===== config.mk =====
export PLATFORM = sky130hd
export DESIGN_NAME = serial_word_tx_flat
export DESIGN_NICKNAME = d
export VERILOG_FILES = /design/src/rtl/serial_word_tx_pkg.sv /design/src/rtl/serial_word_tx_if.sv /design/src/rtl/serial_word_tx.sv /design/src/flat_wrapper.sv
export SDC_FILE = /design/constraint.sdc
export NUM_CORES = 1
export LEC_CHECK = 0
export ABC_AREA = 0
export ABC_CLOCK_PERIOD_IN_PS = 3150
export CELL_PAD_IN_SITES_DETAIL_PLACEMENT = 1
export CELL_PAD_IN_SITES_GLOBAL_PLACEMENT = 2
export CORE_MARGIN = 1.5
export CORE_UTILIZATION = 33
export CTS_BUF_LIST = sky130_fd_sc_hd__clkbuf_16
export CTS_CLUSTER_DIAMETER = 150
export CTS_CLUSTER_SIZE = 24
export DETAILED_ROUTE_END_ITERATION = 8
export GPL_TIMING_DRIVEN = 0
export HOLD_SLACK_MARGIN = 0.05
export PLACE_DENSITY_LB_ADDON = 0.1
export SKIP_CTS_REPAIR_TIMING = 1
export SYNTH_ARGS = -nofsm -noshare
export SYNTH_HDL_FRONTEND = slang
export SYNTH_SLANG_ARGS = --single-unit

===== constraint.sdc =====
create_clock -name TXClk -period 3.15 [get_ports TXClk]
set_input_delay 0.4725 -clock TXClk [delete_from_list [all_inputs] [get_ports TXClk]]
set_output_delay 0.4725 -clock TXClk [all_outputs]
set_load 0.01 [all_outputs]

===== src/rtl/serial_word_tx_pkg.sv =====
// Shared types and default constants for the serial word transmitter.
package serial_word_tx_pkg;

  typedef enum logic [1:0] {
    IDLE  = 2'd0,
    START = 2'd1,
    SHIFT = 2'd2
  } tx_state_t;

  localparam int   MAX_BITS_DEF   = 320;
  localparam logic IDLE_LEVEL_DEF = 1'b0;

endpackage


===== src/rtl/serial_word_tx_if.sv =====
// Load handshake and serial line bundle between a word producer and serial_word_tx.
interface serial_word_tx_if
  import serial_word_tx_pkg::*;
#(
  parameter int MAX_BITS = MAX_BITS_DEF,
  parameter int LEN_W    = $clog2(MAX_BITS + 1)
);

  logic                LoadValid;
  logic                LoadReady;
  logic [MAX_BITS-1:0] LoadData;
  logic [LEN_W-1:0]    LoadLen;
  logic                TXData;
  logic                TXBusy;
  logic                TXLast;

  modport master (
    output LoadValid, LoadData, LoadLen,
    input  LoadReady, TXData, TXBusy, TXLast
  );

  modport slave (
    input  LoadValid, LoadData, LoadLen,
    output LoadReady, TXData, TXBusy, TXLast
  );

endinterface


===== src/rtl/serial_word_tx.sv =====
// LSB-first parallel-to-serial word transmitter with zero-gap back-to-back words.
// Optional start bit before each word: define SERIAL_WORD_TX_START_BIT_EN.
module serial_word_tx
  import serial_word_tx_pkg::*;
#(
  parameter int   MAX_BITS   = MAX_BITS_DEF,
  parameter int   LEN_W      = $clog2(MAX_BITS + 1),
  parameter logic IDLE_LEVEL = IDLE_LEVEL_DEF
) (
  input  logic              TXClk,
  input  logic              TXResetN,
  serial_word_tx_if.slave   bus
);

  tx_state_t           state_q, state_d;
  logic [MAX_BITS-1:0] shreg_q, shreg_d;
  logic [LEN_W-1:0]    cnt_q, cnt_d;
  logic [LEN_W-1:0]    len_q, len_d;
  logic                txd_q, txd_d;
  logic                last_bit;
  logic                accept;
  logic [LEN_W-1:0]    len_eff;

  // cnt_q is the index of the bit currently on TXData; len_q is never 0 in SHIFT.
  assign last_bit       = (state_q == SHIFT) && (cnt_q == len_q - LEN_W'(1));
  assign bus.LoadReady  = (state_q == IDLE) || last_bit;
  assign accept         = bus.LoadValid && bus.LoadReady;
  assign len_eff        = (bus.LoadLen > LEN_W'(MAX_BITS)) ? LEN_W'(MAX_BITS) : bus.LoadLen;

  assign bus.TXData = txd_q;
  assign bus.TXBusy = (state_q != IDLE);
  assign bus.TXLast = last_bit;

  always_comb begin
    state_d = state_q;
    shreg_d = shreg_q;
    cnt_d   = cnt_q;
    len_d   = len_q;
    txd_d   = txd_q;

    case (state_q)
      START: begin
        state_d = SHIFT;
        txd_d   = shreg_q[0];
        shreg_d = shreg_q >> 1;
        cnt_d   = '0;
      end
      SHIFT: begin
        if (!last_bit) begin
          txd_d   = shreg_q[0];
          shreg_d = shreg_q >> 1;
          cnt_d   = cnt_q + LEN_W'(1);
        end else begin
          state_d = IDLE;
          txd_d   = IDLE_LEVEL;
          cnt_d   = '0;
        end
      end
      default: begin
        state_d = IDLE;
        txd_d   = IDLE_LEVEL;
      end
    endcase

    // A new word overrides the return to IDLE, giving the zero-gap hand-over.
    if (accept) begin
      if (len_eff == '0) begin
        state_d = IDLE;
        txd_d   = IDLE_LEVEL;
        cnt_d   = '0;
      end else begin
        len_d = len_eff;
        cnt_d = '0;
`ifdef SERIAL_WORD_TX_START_BIT_EN
        state_d = START;
        txd_d   = ~IDLE_LEVEL;
        shreg_d = bus.LoadData;
`else
        state_d = SHIFT;
        txd_d   = bus.LoadData[0];
        shreg_d = bus.LoadData >> 1;
`endif
      end
    end
  end

  always_ff @(posedge TXClk or negedge TXResetN) begin
    if (!TXResetN) begin
      state_q <= IDLE;
      shreg_q <= '0;
      cnt_q   <= '0;
      len_q   <= '0;
      txd_q   <= IDLE_LEVEL;
    end else begin
      state_q <= state_d;
      shreg_q <= shreg_d;
      cnt_q   <= cnt_d;
      len_q   <= len_d;
      txd_q   <= txd_d;
    end
  end

endmodule

===== src/flat_wrapper.sv =====
// flat-port wrapper written by rule: the top's interface ports become plain ports
module serial_word_tx_flat import serial_word_tx_pkg::*;
#(
  parameter int   MAX_BITS   = MAX_BITS_DEF,
  parameter int   LEN_W      = $clog2(MAX_BITS + 1),
  parameter logic IDLE_LEVEL = IDLE_LEVEL_DEF
)
  (TXClk, TXResetN, bus_LoadValid, bus_LoadData, bus_LoadLen, bus_LoadReady, bus_TXData, bus_TXBusy, bus_TXLast);
  serial_word_tx_if #(.MAX_BITS(MAX_BITS), .LEN_W(LEN_W)) bus_i ();
  input  logic TXClk;
  input  logic TXResetN;
  input wire logic [$bits(bus_i.LoadValid)-1:0] bus_LoadValid;
  input wire logic [$bits(bus_i.LoadData)-1:0] bus_LoadData;
  input wire logic [$bits(bus_i.LoadLen)-1:0] bus_LoadLen;
  output wire logic [$bits(bus_i.LoadReady)-1:0] bus_LoadReady;
  output wire logic [$bits(bus_i.TXData)-1:0] bus_TXData;
  output wire logic [$bits(bus_i.TXBusy)-1:0] bus_TXBusy;
  output wire logic [$bits(bus_i.TXLast)-1:0] bus_TXLast;
  assign bus_i.LoadValid = bus_LoadValid;
  assign bus_i.LoadData = bus_LoadData;
  assign bus_i.LoadLen = bus_LoadLen;
  assign bus_LoadReady = bus_i.LoadReady;
  assign bus_TXData = bus_i.TXData;
  assign bus_TXBusy = bus_i.TXBusy;
  assign bus_TXLast = bus_i.TXLast;
  serial_word_tx #(.MAX_BITS(MAX_BITS), .LEN_W(LEN_W), .IDLE_LEVEL(IDLE_LEVEL)) u_core (.TXClk(TXClk), .TXResetN(TXResetN), .bus(bus_i));
endmodule

==> Word-level counts from Yosys, hierarchy flattened <==
Cells that the tools add are included.
{ "totals": {"input_bits": 332, "wordCells": 37, "output_inout_bits": 4, "regBits": 341} }
{ "classes": {"n_mux": 16, "n_reduce_logical": 8, "bitwise_logic": 1, "n_eq_ne": 4, "add_sub_neg": 2, "order_cmp": 1} }
{ "ops": {"columns": ["op", "count"], "rows": [
  ["$mux W320", 3],
  ["$pmux W320 S2", 1],
  ["$mux W9", 3],
  ["$pmux W9 S2", 1],
  ["$add A9 B1 Y9 const B", 1],
  ["$eq A9 B9 Y1", 1],
  ["$gt A9 B9 Y1 const B", 1],
  ["$logic_not A9 Y1", 1],
  ["$sub A9 B1 Y9 const B", 1],
  ["$mux W2", 3],
  ["$pmux W2 S2", 1],
  ["$mux W1", 3],
  ["$ne A3 B1 Y1 const B", 1],
  ["$reduce_bool A3 Y1", 1],
  ["$eq A2 B1 Y1 const B", 1],
  ["$eq A2 B2 Y1 const B", 1],
  ["$logic_and A1 B1 Y1", 2],
  ["$logic_not A2 Y1", 1],
  ["$pmux W1 S2", 1],
  ["$reduce_and A2 Y1", 1],
  ["$reduce_bool A2 Y1", 1],
  ["$logic_or A1 B1 Y1", 1],
  ["$not A1 Y1", 1]
]} }

==> Longest topological paths before layout <==
Gate-level depths: netlist (run 1).
{ "depth": {"word_depth": 7, "ltp_mapped": 12, "depth_no_buf": 9} }

==> Worst setup path before layout (run 1) <==
OpenSTA, ideal clock, no wires.
{ "synth_path": {"kind": "reg2out", "startpoint": "register u_core.len_q[2]", "endpoint": "output bus_TXLast", "path_slack_ns": 0.260, "stages_incl_launch_ff": 8, "arrival_ns": 2.418, "path_buffers": 2, "required_ns": 2.677, "path_cell_list": "dfrtp_1 -> or3_1 -> or4_1 -> a2111oi_2 -> o2111ai_1 -> clkbuf_1 -> clkbuf_1 -> nor2_1"} }
{ "synth_between": {"elab_chain_len": 3} }
{ "synth_lines": {"columns": ["element", "line", "rtl"], "rows": [
  ["start, declared", "serial_word_tx.sv:18", "logic [LEN_W-1:0] len_q, len_d;"],
  ["start signal, assigned", "serial_word_tx.sv:98", "len_q <= len_d;"],
  ["$sub A9 B1 Y9", "serial_word_tx.sv:25", "assign last_bit = (state_q == SHIFT) && (cnt_q == len_q - LEN_W'(1));"],
  ["$eq A9 B9 Y1", "serial_word_tx.sv:25", null],
  ["$logic_and A1 B1 Y1", "serial_word_tx.sv:25", null],
  ["end, declared", "flat_wrapper.sv:18", "output wire logic [$bits(bus_i.TXLast)-1:0] bus_TXLast;"]
]} }
No other way between the ends.

==> Worst setup path after layout (run 1) <==
Same ends and word-level chain as after synthesis.

==> key figures, run 1 <==
Run status
  • Status: finished with violations
  • Failing checks: setup timing

Finish
  • Nets: 2,254
  • Layout cell share with drive strength beyond 1: 0.0547
  • Area Overhead vs Synth: 30.7%
  • Core Util, Final: 0.435
  • Layout Cells excl Fill: 2,590
  • Sequential standard cell area: 8510 sq um
  • Filler cells: between 5,000 and 6,000
  • Footprint of the multi-input gates: roughly 7100 sq um

Power
  • Leak: about 9.6 nW
  • Comb pwr share: 0.287
  • Int Power: between 9 and 10 mW
  • Share of power burned in registers: 0.522
  • Power per cell area: roughly 650 nW/um^2
  • Clock power frac: 0.191
  • Worst vdd ir: between 0.4 and 0.5 mV
  • Switching part of the total: 0.322
  • P_sw: between 4 and 5 mW

GRT
  • Largest net degree at the start of global routing: 101
  • Initial antenna violation count: 17
  • Global-route wire length before repair: roughly 79,000 um
  • Total congestion overflow: 0
  • Vias in the first global route: around 14,000
  • Global-route usage over all layers: 0.195

Synth
  • Per-instance average area after synthesis: approximately 10 sq um
  • Post-Syn Area: 16,200 sq um
  • Synth top area share: 0.525
  • Area leader, netlist: dfrtp_1
  • Synth cell types: 44
  • Post-synth ARST share: 1.00
  • Register area share after synthesis: 0.525
  • Syn_nets: about 1,900
  • Number of flops mapped to enable cells by yosys: 0
  • Post-synthesis cell count: about 1,600
  • Seq cells post-synth: 340
  • Largest cells by area after synthesis: dfrtp_1 52%, mux2i_1 20%, nand3_1 10%, o21ai_1 8.0%, o21ai_0 2.0%
  • Yosys warns: 0
  • Ys flop type: dfrtp_1

Place
  • Placed cells: ~2,600
  • Final Wtd Congestion: 0.753
  • HPWL Detailed: 35,500 um
  • Port-buffer cells: between 300 and 400

STA
  • RSZ-0062 raised after global routing: true
  • Fin crit share: 1.09
  • Slew Viols, Final: 0
  • Skew final: about 27 ps
  • Fmax: just under 300 MHz
  • Final Setup Violations: 2
  • Slew headroom: 0.472
  • Min cycle time layout: roughly 3400 ps
  • Count of final hold-check violations: 0
  • Setup ws final: -298 ps
  • Setup TNS: -561 ps
  • Slew @ Worst Pin: between 700 and 800 ps

Die
  • Core area: 48,700 sq um
  • DIE AREA: between 50,000 and 60,000 sq um
  • Chip height: 225 um
  • Rows: between 80 and 90
  • Initial core utilization: 0.333
  • Die Wd: 225 um
  • IO Pins: 336

Worst setup path
  • Critical Path AT: about 3000 ps
  • Reg2Reg Launch Point: u_core.len_q[2]
  • Max incr delay on CP: approximately 460 ps
  • Critical path class: flip-flop to primary output
  • Worst EP required: roughly 2700 ps
  • Crit. End Element: primary output
  • Startpoint Class: flip-flop
  • Critical-path top delay cell: dfrtp_2
  • R2r setup slk: 140 ps
  • Worst path bufs/invs: 4
  • Family with the most delay on the worst path: simple AND/OR/NAND/NOR gates
  • Crit path top cell by count: buf_6
  • R2R depth: 10
  • Crit Reg-Reg Endpoint: u_core.shreg_q[237]
  • CP cell instances: or3_4 -> or4_4 -> a2111oi_4 -> o2111ai_2 -> buf_4 -> buf_6 -> buf_8 -> nor2_4 -> buf_6
  • Max FO, Critical Path: 6

Drt
  • Avg WL per Cell: around 19 um
  • Residual DRC: 0
  • ANT nets after route: 0
  • Initial drt markers: 657
  • Total Routed Length: about 50,000 um
  • Via count: 13,148
  • Via-to-Cell Ratio: about 5
  • First-pass detailed-route iteration total: 4

Clock tree
  • Clock sink count: 340
  • CTS root buffer: clkbuf_16
  • TritonCTS Buffers: 18
  • CTS tree: yes
  • Skew-Pair Late Insertion Delay: approximately 540 ps
  • Clock Tree Buf Depth: 3
  • H-tree depth: 1
  • Clk slew on worst S/H paths: approximately 110 ps

Run
  • Max-Cap Viols: 0

Min path
  • Worst hold path type: input port to async pin
[layout by cell type (no fill, tap or decap), types with 3 or more instances in the layout]
cell	instances
dfrtp_1	338
clkdlybuf4s50_1	332
nand3_1	324
mux2i_1	319
o21ai_1	258
o21ai_0	64
clkbuf_1	60
buf_2	51
buf_1	31
clkbuf_16	19
nand2_1	13
inv_1	11
xnor2_1	11
buf_4	11
diode_2	6
a21oi_1	6
o2bb2ai_1	6
xor2_1	5
nor2_1	4
nor3_1	3
a31oi_1	3
buf_6	3
buf_16	3
[cell families after synthesis]
family | share of synthesized area
adders and majority gates | 0.00154
DFF | 0.525
AOI/OAI and AO/OA | 0.114
buffers and inverters | 0.0412
muxes | 0.198
xor gates and xnor gates | 0.00865
and+or+nand+nor | 0.112
[layout make-up]
type / count / area share
Buffer: 147 / 0.0315
Clock inverter: 1 / 0.000945
Sequential cell: 340 / 0.402
Inverter: 12 / 0.00272
Multi-Input combinational cell: 1051 / 0.334
Clock buffer: 19 / 0.0224
Antenna cell: 6 / 0.000709
Tap cell: 664 / 0.0392
Timing Repair Buffer: 350 / 0.167
[power groups by stage]
stage | logic, mW | registers, mW | clock network, mW
floorplan | 2.81 | 6.98 | 0
global placement | 3.78 | 7.27 | 0
detailed placement | 3.94 | 7.30 | 0
CTS | 3.96 | 7.22 | 2.77
global route | 4.58 | 7.44 | 2.87
finish | 3.97 | 7.21 | 2.64
[cell usage after synthesis (2+ instances only)]
cell / count
nor2_1: 5
nor4_1: 2
nand3_1: 324
o21ai_0: 64
ha_1: 2
buf_1: 31
dfrtp_1: 340
or2_2: 2
inv_1: 11
xnor2_1: 11
xor2_1: 5
o2bb2ai_1: 6
and3_1: 2
nor3_1: 3
o31ai_1: 2
o2111ai_1: 2
mux2i_1: 319
and4_1: 2
nand3b_1: 2
a21oi_1: 6
clkbuf_1: 65
buf_2: 50
o21ai_1: 258
o22ai_1: 2
nand2_1: 13
a31oi_1: 3
[layer usage]
layer	global-route usage	up-vias	wire length, um	part of all wire
met5	0	-	147	0.0029
met4	0.0307	24	551	0.011
met3	0.0469	53	2490	0.049
met2	0.332	190	24300	0.48
met1	0.257	6545	22700	0.45
li1	-	6336	-	-
[registers in the layout (all words and copies together) (netlist names)]
signal	cells
u_core.bus.TXData	1
u_core.cnt_q	9
u_core.len_q	9
u_core.shreg_q	320
u_core.state_q	1
[through the flow]
stage | cell area (sq um) | setup WS (ps) | power (mW) | hold slack, ps
2_1_floorplan | 16200 | 260 | 9.78 | 177
3_3_place_gp | 20400 | -14660 | 11.0 | 466
3_5_place_dp | 20500 | -771 | 11.2 | 477
4_1_cts | 21000 | -1370 | 14.0 | -97.7
5_1_grt | 21200 | -448 | 14.9 | 518
6_report | 21200 | -298 | 13.8 | 496
[how the worst max path moves through the flow]
| stage | startpoint | to | slack [ps] | cells after the start |
|---|---|---|---|---|
| 3_5_place_dp | u_core.len_q[2] | bus_TXLast | -770 | 8 |
| 5_1_grt | u_core.len_q[2] | bus_TXLast | -450 | 9 |
| 4_1_cts | u_core.len_q[2] | bus_TXLast | -1370 | 8 |
| 2_1_floorplan | u_core.len_q[2] | bus_TXLast | 260 | 7 |
| 3_3_place_gp | TXResetN | u_core.shreg_q[85] | -14660 | 1 |
| 6_report | u_core.len_q[2] | bus_TXLast | -300 | 9 |
No activity file was read; power rests on OpenSTA's default activity.
==> run 2: changes to the inputs <==
- ABC_AREA: 0 -> 1
- CORE_UTILIZATION: 33 -> 30
- CTS_BUF_LIST: sky130_fd_sc_hd__clkbuf_16 -> unset
- HOLD_SLACK_MARGIN: 0.05 -> 0.15
==> key figures, run 2 <==
STA
  • Slew Viols, Final: 0
  • Fmax: about 340 MHz
  • Fin crit share: 0.946
  • Hold Slack: between 400 and 500 ps
  • Count of final hold-check violations: 0
  • Slew headroom: 0.240
  • Final Setup Violations: 0
  • Min cycle time layout: a little under 3000 ps
  • Skew final: roughly 26 ps
  • Slew @ Worst Pin: roughly 1100 ps
  • RSZ-0062 raised after global routing: true

Worst setup path
  • Max incr delay on CP: 500 ps
  • R2r setup slk: 270 ps
  • CP cell instances: nor2_1 -> nand2_1 -> nor2_1 -> nand2_1 -> nand2_1 -> nand2_1 -> nor2_2 -> nand3_4 -> buf_12 -> buf_12 -> nor2_4 -> buf_6
  • Reg2Reg Launch Point: u_core.len_q[0]
  • Max FO, Critical Path: 10
  • Crit. End Element: primary output
  • Crit path top cell by count: nand2_1
  • Critical Path AT: 2510 ps
  • Critical path class: flip-flop to primary output
  • Worst EP required: 2680 ps
  • Crit Reg-Reg Endpoint: u_core.shreg_q[87]
  • Family with the most delay on the worst path: simple AND/OR/NAND/NOR gates
  • Critical-path top delay cell: dfrtp_1
  • Worst path bufs/invs: 3
  • R2R depth: 13
  • Startpoint Class: flip-flop

Power
  • Switching part of the total: 0.248
  • Clock power frac: 0.346
  • Worst vdd ir: approximately 0.38 mV
  • P_sw: approximately 1.9 mW
  • Int Power: ~5.9 mW
  • Leak: about 13 nW
  • Share of power burned in registers: 0.559
  • Power per cell area: about 330 nW/um^2
  • Comb pwr share: 0.095

Min path
  • Worst hold path type: input port to flip-flop
  • Hold Path Depth: 3
  • Worst Hold Launch: bus_LoadData[0]
  • Hold EP: u_core.bus.TXData

Die
  • Core area: between 60,000 and 70,000 sq um
  • Die Wd: 253 um
  • IO Pins: 336
  • DIE AREA: 64,000 sq um
  • Initial core utilization: 0.304
  • Chip height: around 250 um
  • Rows: between 90 and 100

Drt
  • Avg WL per Cell: around 17 um
  • Initial drt markers: 914
  • Residual DRC: 0
  • ANT nets after route: 0
  • First-pass detailed-route iteration total: 5
  • Via count: ~18,000
  • Via-to-Cell Ratio: 4.65
  • Total Routed Length: about 67,000 um

Finish
  • Commonest non-fill, non-tap cell in the layout: nor2_1
  • Largest register FFs: 320
  • Biggest regs: u_core.shreg_q x320, u_core.cnt_q x9, u_core.len_q x9
  • Reg with most FFs: u_core.shreg_q
  • Final instance area: about 24,000 sq um
  • Commonest cells after routing, fill and taps aside: 659 x nor2_1, 456 x nand3_1, 387 x nand2_1
  • Layout cell share with drive strength beyond 1: 0.0453
  • Nets: around 3,300
  • Area Overhead vs Synth: 27.6%

Run
  • Max-Cap Viols: 0

Clock tree
  • TritonCTS Buffers: 18
  • CTS root buffer: clkbuf_16
  • Clock Tree Buf Depth: 3
  • H-tree depth: 1
  • Clock sink count: 340
  • Skew-Pair Late Insertion Delay: between 500 and 600 ps
  • CTS tree: yes
  • Clk slew on worst S/H paths: 100 ps

Synth
  • Post-Syn Area: between 15,000 and 20,000 sq um
  • Post-synth ARST share: 1.00
  • Yosys warns: 0
  • Post-synthesis cell count: about 2,600
  • Per-instance average area after synthesis: 7.18 sq um
  • Seq cells post-synth: 340
  • Number of flops mapped to enable cells by yosys: 0
  • Synth top area share: 0.454
  • Largest cells by area after synthesis: dfrtp_1 45%, nor2_1 13%, nand3_1 12%, nand3b_1 7.9%, nand2_1 7.8%
  • Count leader, synth: nor2_1
  • Ys flop type: dfrtp_1
  • Register area share after synthesis: 0.454
  • Syn_nets: 2,947
  • Synth cell count leaders: 663 x nor2_1, 457 x nand3_1, 389 x nand2_1
  • Synth cell types: 28
  • Area leader, netlist: dfrtp_1

GRT
  • Total congestion overflow: 0
  • Initial antenna violation count: 7
  • Global-route wire length before repair: ~100,000 um
  • Largest net degree at the start of global routing: 91
  • Vias in the first global route: between 15,000 and 20,000
  • Global-route usage over all layers: 0.207

Place
  • Placed Area: roughly 23,000 sq um
  • Port-buffer cells: 335
  • HPWL Detailed: between 40,000 and 50,000 um
  • Final Wtd Congestion: roughly 0.78

Run status
  • Status: completed
run 2: cells by family after synthesis:
logic type,count (synthesis),synth area share
adders and majority gates,2,0.00133
AOI/OAI and AO/OA,20,0.00547
xor gates and xnor gates,8,0.00373
and+or+nand+nor,1717,0.415
buffers and inverters,526,0.121
DFF,340,0.454
run 2: power by group through the flow:
stage	clock network [mW]	logic, mW	registers, mW
final	2.70	0.742	4.36
after global routing	2.97	0.809	4.36
after CTS	2.84	0.763	4.36
after detailed placement	0	0.758	4.45
after global placement	0	0.744	4.46
after floorplan	0	0.117	4.45
run 2: area by class of cell:
cell class | count | area [sq um]
Antenna cell | 3 | 7.51
Buffer | 180 | 1020
Clock buffer | 19 | 475
Clock inverter | 1 | 20.0
Fill cell | 7699 | 37800
Inverter | 346 | 1300
Multi-Input combinational cell | 1747 | 8050
Sequential cell | 340 | 8510
Tap cell | 837 | 1050
Timing Repair Buffer | 347 | 3510
run 2: metal layers:
metal	vias up	track usage	share of wire
met3	50	0.0261	0.035
li1	8777	-	-
met2	245	0.356	0.48
met4	6	0.0364	0.017
met5	-	0	0.00057
met1	8686	0.279	0.47
run 2: worst max path at each step:
| stage | from | to | slack, ps | cells past startpoint |
|---|---|---|---|---|
| after CTS | u_core.len_q[0] | bus_TXLast | -1070 | 13 |
| final | u_core.len_q[3] | bus_TXLast | 170 | 12 |
| after global placement | TXResetN | u_core.shreg_q[118] | -14980 | 1 |
| after detailed placement | u_core.len_q[0] | bus_TXLast | -450 | 13 |
| after global routing | u_core.len_q[3] | bus_TXLast | -40 | 12 |
| after floorplan | u_core.len_q[0] | bus_TXLast | 830 | 12 |
run 2: per-stage QoR:
step                      std cells   util  total power [mW]  setup WS (ps)  setup TNS (ps)
after floorplan                2613      -              4.57            833               0
after global placement         3785  0.375              5.20         -14980        -5108240
after detailed placement       3788  0.377              5.21           -455          -51270
after CTS                      3808  0.385              7.97          -1070           -2000
after global routing           3819  0.388              8.14          -42.4           -45.1
final                          3820  0.388              7.81            171               0
run 2: worst min-delay path, cell delays in order:
cell	delay [ps]
clkdlybuf4s50_1	400
nand3_1	80
nand2_1	40
==> run 3: changes to the inputs <==
- GPL_TIMING_DRIVEN: 0 -> 1
- PLACE_DENSITY: unset -> 0.89
- PLACE_DENSITY_LB_ADDON: 0.1 -> unset
==> key figures, run 3 (same netlist as run 2, synthesis figures left out) <==
GRT
  • Largest net degree at the start of global routing: ~170
  • Total congestion overflow: 0
  • Vias in the first global route: between 15,000 and 20,000
  • Global-route wire length before repair: ~99,000 um
  • Global-route usage over all layers: 0.191
  • Initial antenna violation count: 2

Power
  • Int Power: 5.89 mW
  • P_sw: between 1.5 and 2 mW
  • Final Power: 7.78 mW
  • Clock power frac: 0.341
  • Power per cell area: around 330 nW/um^2
  • Comb pwr share: 0.099
  • Leak: between 10 and 15 nW
  • Worst vdd ir: 0.253 mV
  • Switching part of the total: 0.243
  • Share of power burned in registers: 0.560

Worst setup path
  • CP cell instances: nor2_2 -> nand2_1 -> nor2_1 -> nand2_1 -> nand2_1 -> nand2_1 -> nor2_2 -> nand3_4 -> nand2_4 -> dlymetal6s2s_1
  • Critical-path top delay cell: dfrtp_2
  • Critical path class: flip-flop to primary output
  • Max FO, Critical Path: 6
  • Crit. End Element: primary output
  • Critical Path AT: 2320 ps
  • Max incr delay on CP: ~480 ps
  • Crit path top cell by count: nand2_1
  • Worst EP required: about 2700 ps
  • R2r setup slk: a little under 500 ps
  • Startpoint Class: flip-flop

STA
  • Slew headroom: 0.384
  • Setup ws final: about 360 ps
  • Final Setup Violations: 0
  • Hold Slack: 496 ps
  • Min cycle time layout: between 2000 and 3000 ps
  • Fin crit share: 0.886
  • Slew Viols, Final: 0
  • Fmax: about 360 MHz
  • RSZ-0062 raised after global routing: false
  • Slew @ Worst Pin: 923 ps
  • Count of final hold-check violations: 0
  • Skew final: around 28 ps

Finish
  • Commonest cells after routing, fill and taps aside: 656 x nor2_1, 457 x nand3_1, 386 x nand2_1
  • Core Util, Final: 0.381
  • Final instance area: between 20,000 and 25,000 sq um
  • Commonest non-fill, non-tap cell in the layout: nor2_1
  • Largest register FFs: 320
  • Area Overhead vs Synth: 25.4%
  • Nets: approximately 3,200
  • Layout cell share with drive strength beyond 1: 0.0317
  • Biggest regs: u_core.shreg_q x320, u_core.cnt_q x9, u_core.len_q x9
  • Reg with most FFs: u_core.shreg_q

Drt
  • First-pass detailed-route iteration total: 7
  • Via-to-Cell Ratio: roughly 4.8
  • Total Routed Length: 61,300 um
  • Residual DRC: 0
  • Avg WL per Cell: 16.7 um
  • Initial drt markers: roughly 960
  • Via count: between 15,000 and 20,000
  • ANT nets after route: 0

Die
  • DIE AREA: roughly 64,000 sq um
  • Chip height: between 200 and 300 um
  • Core area: around 62,000 sq um
  • IO Pins: between 300 and 400
  • Initial core utilization: 0.304
  • Rows: between 90 and 100
  • Die Wd: around 250 um

Clock tree
  • CTS root buffer: clkbuf_16
  • Clock Tree Buf Depth: 3
  • Clk slew on worst S/H paths: roughly 110 ps
  • TritonCTS Buffers: 18
  • CTS tree: yes
  • Skew-Pair Late Insertion Delay: 540 ps
  • H-tree depth: 1
  • Clock sink count: 340

Place
  • Final Wtd Congestion: about 0.80
  • HPWL Detailed: between 40,000 and 50,000 um
  • Port-buffer cells: approximately 340
  • Placed Area: 23,000 sq um
  • Setup WS pre-CTS: 277 ps

Min path
  • Worst hold path type: input port to flip-flop

Run status
  • Status: completed

Run
  • Max-Cap Viols: 0
## run 3: cell types whose count changed in the layout (fill, tap and decap cells not counted), sizes merged
cell and change:
buf -67, diode -2, dlymetal6s2s +2, clkbuf -76
## run 3: power groups by stage
| stage | Clock [mW] | Sequential [mW] | Combinational, mW |
|---|---|---|---|
| 2_1_floorplan | 0 | 4.45 | 0.117 |
| 3_3_place_gp | 0 | 4.45 | 0.780 |
| 3_5_place_dp | 0 | 4.45 | 0.780 |
| 4_1_cts | 2.79 | 4.36 | 0.784 |
| 5_1_grt | 2.91 | 4.36 | 0.829 |
| 6_report | 2.65 | 4.36 | 0.767 |
## run 3: cell type report
class | instances | area (sq um)
antenna | 1 | 2.50
sequential | 340 | 8510
clock inverter | 1 | 20.0
timing repair buffer | 385 | 4090
multi-input combinational | 1747 | 8070
fill | 7664 | 38200
inverter | 346 | 1300
tap | 837 | 1050
clock buffer | 20 | 479
## run 3: metrics by stage
step | instances | TNS [ps]
after floorplan | 2613 | 0
after global placement | 3653 | 0
after detailed placement | 3653 | 0
after CTS | 3674 | -594
after global routing | 3677 | 0
final | 3677 | 0
## run 3: worst paths after layout
| kind | start | endpoint | depth (start not counted) |
|---|---|---|---|
| max | u_core.len_q[2] | bus_LoadReady | 10 |
| min | bus_LoadData[315] | u_core.shreg_q[314] | 3 |
| max reg2reg | u_core.len_q[2] | u_core.shreg_q[160] | 14 |
| min reg2reg | u_core.shreg_q[319] | u_core.shreg_q[319] | 2 |
| max in group asynchronous | TXResetN | u_core.shreg_q[229] | 3 |
| min in group asynchronous | TXResetN | u_core.shreg_q[280] | 2 |
## run 3: metal layers
| layer | up-vias | routed length, um | track usage |
|---|---|---|---|
| li1 | 8479 | - | - |
| met1 | 8723 | 27500 | 0.250 |
| met2 | 293 | 30600 | 0.339 |
| met3 | 61 | 1920 | 0.0184 |
| met4 | 2 | 1320 | 0.0423 |
| met5 | - | 17 | 0 |
## run 3: critical path, delay by kind of cell (launching register included)
| kind | cells | cell delay, ps |
|---|---|---|
| buffers and inverters | 1 | 240 |
| and+or+nand+nor | 9 | 1050 |
| DFF | 1 | 480 |
